[config.mk]
export PLATFORM = sky130hd
export DESIGN_NAME = mpi_collective_top
export DESIGN_NICKNAME = d
export VERILOG_FILES = /design/src/rtl/mpi_collective_top.sv
export SDC_FILE = /design/constraint.sdc
export NUM_CORES = 2
export LEC_CHECK = 0
export CORE_MARGIN = 2
export CORE_UTILIZATION = 55
export CTS_CLUSTER_DIAMETER = 60
export DETAILED_ROUTE_END_ITERATION = 8
export GPL_TIMING_DRIVEN = 1
export PLACE_DENSITY = 0.75
export SKIP_CTS_REPAIR_TIMING = 1
export SYNTH_ARGS = -nofsm -noshare
export SYNTH_HDL_FRONTEND = slang
export SYNTH_SLANG_ARGS = --single-unit
[constraint.sdc]
create_clock -name clk -period 29.4 [get_ports clk]
set_clock_uncertainty 0.2 [all_clocks]
set_input_delay 4.41 -clock clk [delete_from_list [all_inputs] [get_ports clk]]
set_output_delay 4.41 -clock clk [all_outputs]
set_load 0.01 [all_outputs]
[src/rtl/mpi_collective_top.sv]
// Single-node MPI reduction engine: per-slot accumulators combine rank contributions and emit one packet per completed slot.
// Optional build macro SAT_SUM_EN makes the sum operator saturate instead of wrapping.
module mpi_collective_top #(
    parameter int NUM_SLOTS    = 16,
    parameter int DEFAULT_COMM = 4
) (
    input  logic        clk,
    input  logic        rst,
    input  logic [31:0] dataIn,
    input  logic [2:0]  src,
    input  logic [2:0]  dst,
    input  logic [2:0]  rank,
    input  logic [2:0]  root,
    input  logic [4:0]  op,
    input  logic [3:0]  commsize,
    input  logic [1:0]  algtype,
    input  logic [3:0]  index,
    output logic [63:0] Outpacket,
    output logic        done
);

    logic [1:0]  rst_sync_r;
    logic        rst_n_s;
    logic [31:0] acc_r  [NUM_SLOTS];
    logic [7:0]  mask_r [NUM_SLOTS];
    logic [63:0] pkt_r;
    logic        done_r;

    logic [3:0]  n_s;
    logic        slot_ok_s;
    logic [7:0]  cur_mask_s;
    logic [31:0] cur_acc_s;
    logic [7:0]  new_mask_s;
    logic [31:0] comb_s;
    logic        accept_s;
    logic        complete_s;
    logic [2:0]  dest_s;
    logic [31:0] result_s;

    function automatic logic [31:0] sum_fn(input logic [31:0] a, input logic [31:0] b);
`ifdef SAT_SUM_EN
        logic [32:0] s;
        s = {1'b0, a} + {1'b0, b};
        sum_fn = s[32] ? 32'hFFFF_FFFF : s[31:0];
`else
        sum_fn = a + b;
`endif
    endfunction

    function automatic logic [31:0] reduce_fn(input logic [31:0] a, input logic [31:0] b,
                                              input logic [4:0] sel);
        case (sel)
            5'd0:    reduce_fn = sum_fn(a, b);
            5'd1:    reduce_fn = a * b;
            5'd2:    reduce_fn = (a > b) ? a : b;
            5'd3:    reduce_fn = (a < b) ? a : b;
            5'd4:    reduce_fn = a & b;
            5'd5:    reduce_fn = a | b;
            5'd6:    reduce_fn = a ^ b;
            5'd7:    reduce_fn = ($signed(a) > $signed(b)) ? a : b;
            5'd8:    reduce_fn = ($signed(a) < $signed(b)) ? a : b;
            default: reduce_fn = sum_fn(a, b);
        endcase
    endfunction

    function automatic logic [3:0] popcount8(input logic [7:0] m);
        logic [3:0] cnt;
        cnt = 4'd0;
        for (int i = 0; i < 8; i++) begin
            cnt = cnt + {3'd0, m[i]};
        end
        popcount8 = cnt;
    endfunction

    // Reset synchronizer: asserts immediately, releases on the second clock edge
    always_ff @(posedge clk or negedge rst) begin
        if (!rst) begin
            rst_sync_r <= 2'b00;
        end else begin
            rst_sync_r <= {rst_sync_r[0], 1'b1};
        end
    end

    assign rst_n_s = rst_sync_r[1];

    // Effective communicator size: zero selects the default, anything above 8 clamps
    always_comb begin
        n_s = commsize;
        if (commsize == 4'd0) begin
            n_s = 4'(DEFAULT_COMM);
        end else if (commsize > 4'd8) begin
            n_s = 4'd8;
        end else begin
            n_s = commsize;
        end
    end

    // Acceptance, combine and completion decode for the addressed slot
    always_comb begin
        slot_ok_s  = ({1'b0, index} < 5'(NUM_SLOTS));
        cur_mask_s = 8'd0;
        cur_acc_s  = 32'd0;
        if (slot_ok_s) begin
            cur_mask_s = mask_r[index];
            cur_acc_s  = acc_r[index];
        end else begin
            cur_mask_s = 8'd0;
            cur_acc_s  = 32'd0;
        end
        accept_s   = (dst == rank) && ({1'b0, src} < n_s) && slot_ok_s && !cur_mask_s[src];
        new_mask_s = cur_mask_s | (8'd1 << src);
        if (cur_mask_s == 8'd0) begin
            comb_s = dataIn;
        end else begin
            comb_s = reduce_fn(cur_acc_s, dataIn, op);
        end
        // popcount >= N also completes, covering a communicator shrunk mid-slot
        complete_s = accept_s && (popcount8(new_mask_s) >= n_s);
    end

    // Packet destination and payload by algorithm
    always_comb begin
        dest_s   = root;
        result_s = comb_s;
        case (algtype)
            2'd1: begin
                dest_s   = 3'b111;
                result_s = comb_s;
            end
            2'd2: begin
                dest_s   = 3'b111;
                result_s = 32'd0;
            end
            default: begin
                dest_s   = root;
                result_s = comb_s;
            end
        endcase
    end

    // Slot state update and registered result packet
    always_ff @(posedge clk or negedge rst_n_s) begin
        if (!rst_n_s) begin
            for (int i = 0; i < NUM_SLOTS; i++) begin
                acc_r[i]  <= 32'd0;
                mask_r[i] <= 8'd0;
            end
            pkt_r  <= 64'd0;
            done_r <= 1'b0;
        end else begin
            done_r <= 1'b0;
            if (accept_s) begin
                if (complete_s) begin
                    mask_r[index] <= 8'd0;
                    acc_r[index]  <= 32'd0;
                    pkt_r         <= {rank, dest_s, op, index, algtype, 15'd0, result_s};
                    done_r        <= 1'b1;
                end else begin
                    mask_r[index] <= new_mask_s;
                    acc_r[index]  <= comb_s;
                end
            end
        end
    end

    assign Outpacket = pkt_r;
    assign done      = done_r;

endmodule

==> results.json <==
{
  "status": "finished clean",
  "maxCapViolCount": 0,
  "timing.fmax_mhz": 63.7,
  "reg2reg_from": "acc_r[9]$_DFFE_PN0P_",
  "grt_max_degree": 194,
  "layout_commonest_cell": "nand2_1",
  "numCtsBuffers": 73,
  "regArea_um2": 17300,
  "synth_flop_cell": "dfrtp_1",
  "ctsRootBufferMaster": "clkbuf_16",
  "vias": 40000,
  "layout_common_cells": "900 x nand2_1, 691 x dfrtp_1, 587 x o21ai_0",
  "yosysUniqueCellTypes": 83,
  "finalSetupViolCount": 0,
  "via_per_inst": 6.38,
  "r2r_setup_slack_ps": 19140,
  "netlist_area_um2": 50300,
  "drtPass1Iterations": 6,
  "dp_hpwl_mm": 113,
  "hold_viol_final": 0,
  "synth-compound-area-share": 0.130,
  "synth_xor_area_frac": 0.0201,
  "grt_first_pass_wirelength_mm": 259,
  "startpoint": "index[0]",
  "syn_inst": 5121,
  "yosysTopAreaCell": "dfrtp_1",
  "arrival_ps": 15960,
  "instances_no_fill": 6277,
  "drtIter0Drc": 4406,
  "die_w_um": 306,
  "fillers": 7484,
  "worst_slack_ps": 13700,
  "finalCritPeriodShare": 0.534,
  "slew_viol_final": 0,
  "startpoint_type": "primary input",
  "final_antenna_net_count": 0,
  "rows": 110,
  "avgSynthCellArea_um2": 9.82,
  "final_cell_area_um2": 54600,
  "crit_type": "in -> reg",
  "wl_mm": 170,
  "grt.total_usage": 0.370,
  "nets": 5749,
  "ys_seq_area_frac": 0.344,
  "r2r-end": "acc_r[62]$_DFFE_PN0P_",
  "synth_adder_area_share": 0.223,
  "critPathCapture": "acc_r[93]$_DFFE_PN0P_",
  "clk_latency_ps": 640,
  "synth_warnings": 0,
  "rr_worst_depth": 29,
  "cts_tree": "yes",
  "numPortBuffers": 110,
  "antenna_found_initial": 3,
  "dp.cells": 6141,
  "dieArea_um2": 93900,
  "rsz0062_at_grt": "no",
  "synth_top_area_frac": 0.344,
  "grt_pass1_vias": 41500,
  "slowest_stage": "nor2_2",
  "tightest_slew_ps": 1290,
  "ys_async_sr_fraction": 1.00,
  "hold_class": "reg -> async",
  "area_growth_pct": 8.56,
  "gp_congestion": 1.05,
  "cts-root-to-sink-buffers": 3,
  "cp.required_ps": 29660,
  "start_util": 0.557,
  "wl_per_cell_um": 27.1,
  "synth.mux.area_fraction": 0.0961,
  "ir_drop_v": 0.000137,
  "die_h_um": 306,
  "synth_top_family_by_area": "adder cells",
  "drive_gt1_frac": 0.100,
  "core_area_um2": 90300,
  "synth_area_leaders": "dfrtp_1 34%, fa_1 16%, mux4_2 8.1%",
  "layout_min_cycle_time_ps": 15700,
  "final_util": 0.605,
  "slowest_delay_ps": 980,
  "cts_htree_levels": 3,
  "cp-end-kind": "flop",
  "clk_pin_slew_ps": 60,
  "synth_seq_cells": 692,
  "route.detailed.drc": 0,
  "p_leak_nw": 25.8,
  "cp_max_fo": 43,
  "path_common_cell": "fa_1",
  "power_density_nw_per_um2": 106,
  "multiInputGateArea_um2": 29600,
  "relSlewSlack": 0.137,
  "ios": 126,
  "numClockSinks": 692,
  "synth-simple-area-share": 0.115,
  "placed_area_um2": 52100,
  "tns_ps": 0,
  "synth-edff-count": 0,
  "place_ws_ps": 13140,
  "grt_overflow": 0
}
## metrics by stage
| stage | hold slack [ps] | power (W) |
|---|---|---|
| 4_1_cts | 157 | 0.00568 |
| 5_1_grt | 160 | 0.00611 |
| 6_report | 150 | 0.00577 |
| 3_5_place_dp | 143 | 0.00470 |
| 3_3_place_gp | 139 | 0.00465 |
| 2_1_floorplan | 131 | 0.00348 |
## state kept, by name, indices dropped and copies added (netlist names)
signal	count
done	1
Outpacket	49
acc_r	512
mask_r	128
rst_sync_r	2
## cell usage after synthesis, types with 13 or more instances
cell type / number
a211oi_1: 37
a21o_1: 48
a21oi_1: 119
a22o_1: 55
and3_1: 16
buf_1: 18
buf_2: 27
buf_4: 20
clkbuf_1: 293
dfrtp_1: 692
fa_1: 413
ha_1: 235
inv_1: 488
inv_2: 14
mux2_2: 24
mux2i_1: 28
mux4_2: 182
nand2_1: 912
nand2b_1: 18
nand3_1: 31
nor2_1: 417
nor2b_1: 18
o21ai_0: 587
o21bai_1: 13
o31ai_1: 74
xnor2_1: 82
xor2_1: 30
## power breakdown
| part | switching, W | internal (W) |
|---|---|---|
| registers | 0.000103 | 0.00112 |
| logic | 0.00223 | 0.00136 |
| clock network | 0.000402 | 0.000557 |
| total | 0.00274 | 0.00304 |
## critical path: cells and delay by family
kind,cells,cell delay (ps)
AND/OR/NAND/NOR,2,1050
multiplexers,2,810
buffers and inverters,8,2520
XOR/XNOR,1,160
AO/OA/AOI/OAI,10,2480
adder cells (fa/ha/maj),10,4390
## metal layers
layer  GRT usage  up-vias  part of all wire
met5     0.00620        -          0.000065
met2       0.564     2407              0.45
met1       0.475    20200              0.37
met4       0.235        2             0.073
li1            -    16800                 -
met3      0.0941      660              0.12
## layout make-up
cell class,count,area share
inverters,512,0.0352
clock inverters,35,0.00823
well taps,1176,0.0269
repair buffers,203,0.0332
clock buffers,97,0.0373
flip-flops and latches,692,0.317
multi-input cells,3558,0.542
diodes,4,0.000183
## worst min path at each step
| stage | to | depth (start not counted) |
|---|---|---|
| floorplan | rst_sync_r[1]$_DFF_PN0_ | 0 |
| global placement | rst_sync_r[1]$_DFF_PN0_ | 0 |
| detailed placement | rst_sync_r[1]$_DFF_PN0_ | 0 |
| CTS | rst_sync_r[1]$_DFF_PN0_ | 0 |
| global route | rst_sync_r[1]$_DFF_PN0_ | 0 |
| finish | Outpacket[18]$_DFFE_PN0P_ | 0 |
## kinds of logic after synthesis
logic type / after synthesis
multiplexers: 241
other: 2
XOR/XNOR: 114
AND/OR/NAND/NOR: 1463
AO/OA/AOI/OAI: 1076
adder cells (fa/ha/maj): 648
buffers and inverters: 885
flip-flops: 692
Power figures use the tool's default switching activity.
==> RTL edit: new RTL, same flow settings <==
The option `SAT_SUM_EN` is turned on by a define.
--- a/src/rtl/mpi_collective_top.sv
+++ b/src/rtl/mpi_collective_top.sv
@@ -1,4 +1,6 @@
 // Single-node MPI reduction engine: per-slot accumulators combine rank contributions and emit one packet per completed slot.
 // Optional build macro SAT_SUM_EN makes the sum operator saturate instead of wrapping.
+`define SAT_SUM_EN
+
 module mpi_collective_top #(
     parameter int NUM_SLOTS    = 16,
Check against the original RTL: not settled (the Yosys comparison gave no result); the edit may change what the design does.
==> RTL edit against the original RTL <==
Worst setup slack better by 0.11 ns; largest power group unchanged; wire length is 0.20% higher; utilization is 0.53 points higher; area after synthesis is 0.33% lower; power is 7.6% higher; non-clock buffer count is 23 higher; sequential cell count stayed put; critical endpoint is now acc_r[60]$_DFFE_PN0P_; design area is 0.72% higher.
==> RTL edit: results (changes against the original RTL) <==
Run status
  • Status: finished, final reports clean (unchanged)

Min path
  • Path type of the worst min-delay path: reg -> reg (was reg -> async)

Yosys
  • Adder-cell share of the synthesized area: 22.4% (was 22.3%)
  • Post-Synth XOR/XNOR Area: 2.05% (was 2.01%)
  • Area contributors post-synth: dfrtp_1 (35%), fa_1 (16%), mux4_2 (8.1%), a22o_1 (7.2%), ha_1 (5.9%) (was dfrtp_1 (34%), fa_1 (16%), mux4_2 (8.1%), nand2_1 (6.8%), ha_1 (5.8%))
  • Mux cell area share after synthesis: 9.92% (was 9.61%)
  • Yosys cell types: 77 (was 83)

Power
  • Static Leak: 26.2 nW (was 25.8 nW)

Global routing
  • Initial antenna violation count: 5 (was 3)
  • Vias in the first global route: 41.0k (was 41.5k)
  • Global Route met3 Usage: 8.74% (was 9.41%)
  • GR Util met2: 55.4% (was 56.4%)
  • Gr usage total: 37.0% (about the same)

Worst setup path
  • Max incr delay on CP: 0.73 ns (was 0.98 ns)
  • Crit path max-delay cell type: mux4_2 (was nor2_2)
  • Internal reg-to-reg setup slack: 18.85 ns (was 19.14 ns)
  • Crit Path Max Fanout: 49 (was 43)
  • Setup crit end: acc_r[60]$_DFFE_PN0P_ (was acc_r[93]$_DFFE_PN0P_)
  • R2R Path Start: acc_r[8]$_DFFE_PN0P_ (was acc_r[9]$_DFFE_PN0P_)

Placed design
  • Post-DP HPWL: 115000 um (was 113000 um)
  • DP Area: 52200 um^2 (was 52100 um^2)
  • Placed Cells: 5805 (was 6141)
  • Final RePlAce weighted congestion: 1.05 (about the same)

Detailed routing
  • Total Wirelength: 170000 um (about the same)
  • DR WL met2: 75200 um (was 75700 um)
  • Met3 WL: 18600 um (was 19600 um)
  • M1 WL: 64200 um (was 62200 um)

Clock network
  • Number of buffers created by CTS: 76 (was 73)

Finish
  • Area of the multi-input gates: 29500 um^2 (was 29600 um^2)
  • Seq/total area: 31.5% (was 31.7%)
  • CLK BUF: 107 (was 97)

Die
  • Die Area: 93600 um^2 (was 93900 um^2)
-- RTL edit: cell count changes in the layout (fill, tap and decap cells not counted), moves of 9 or more --
cell	unedited run	this run
o31ai_1	74	56
buf_4	92	115
o22ai_1	8	17
mux2_2	24	45
o21ai_0	587	274
nand2_1	900	538
o221ai_1	9	19
inv_1	488	501
nor2_1	414	397
a22o_1	55	410
nor2_2	5	19
a22oi_1	12	0
-- RTL edit: power by group --
| part | internal, mW | switching (mW) | total [mW] | leakage (nW) |
|---|---|---|---|---|
| Combinational | 1.46 | 2.48 | 3.95 | 15.4 |
| Clock | 0.640 | 0.415 | 1.06 | 1.37 |
| Sequential | 1.12 | 0.0968 | 1.21 | 9.41 |
-- RTL edit: critical path, delay by kind of cell --
kind	cells	cell delay, ns
buffers and inverters	9	2.76
adder cells (fa/ha/maj)	9	3.90
AND/OR/NAND/NOR	3	0.40
multiplexers	2	1.15
AO/OA/AOI/OAI	9	3.12
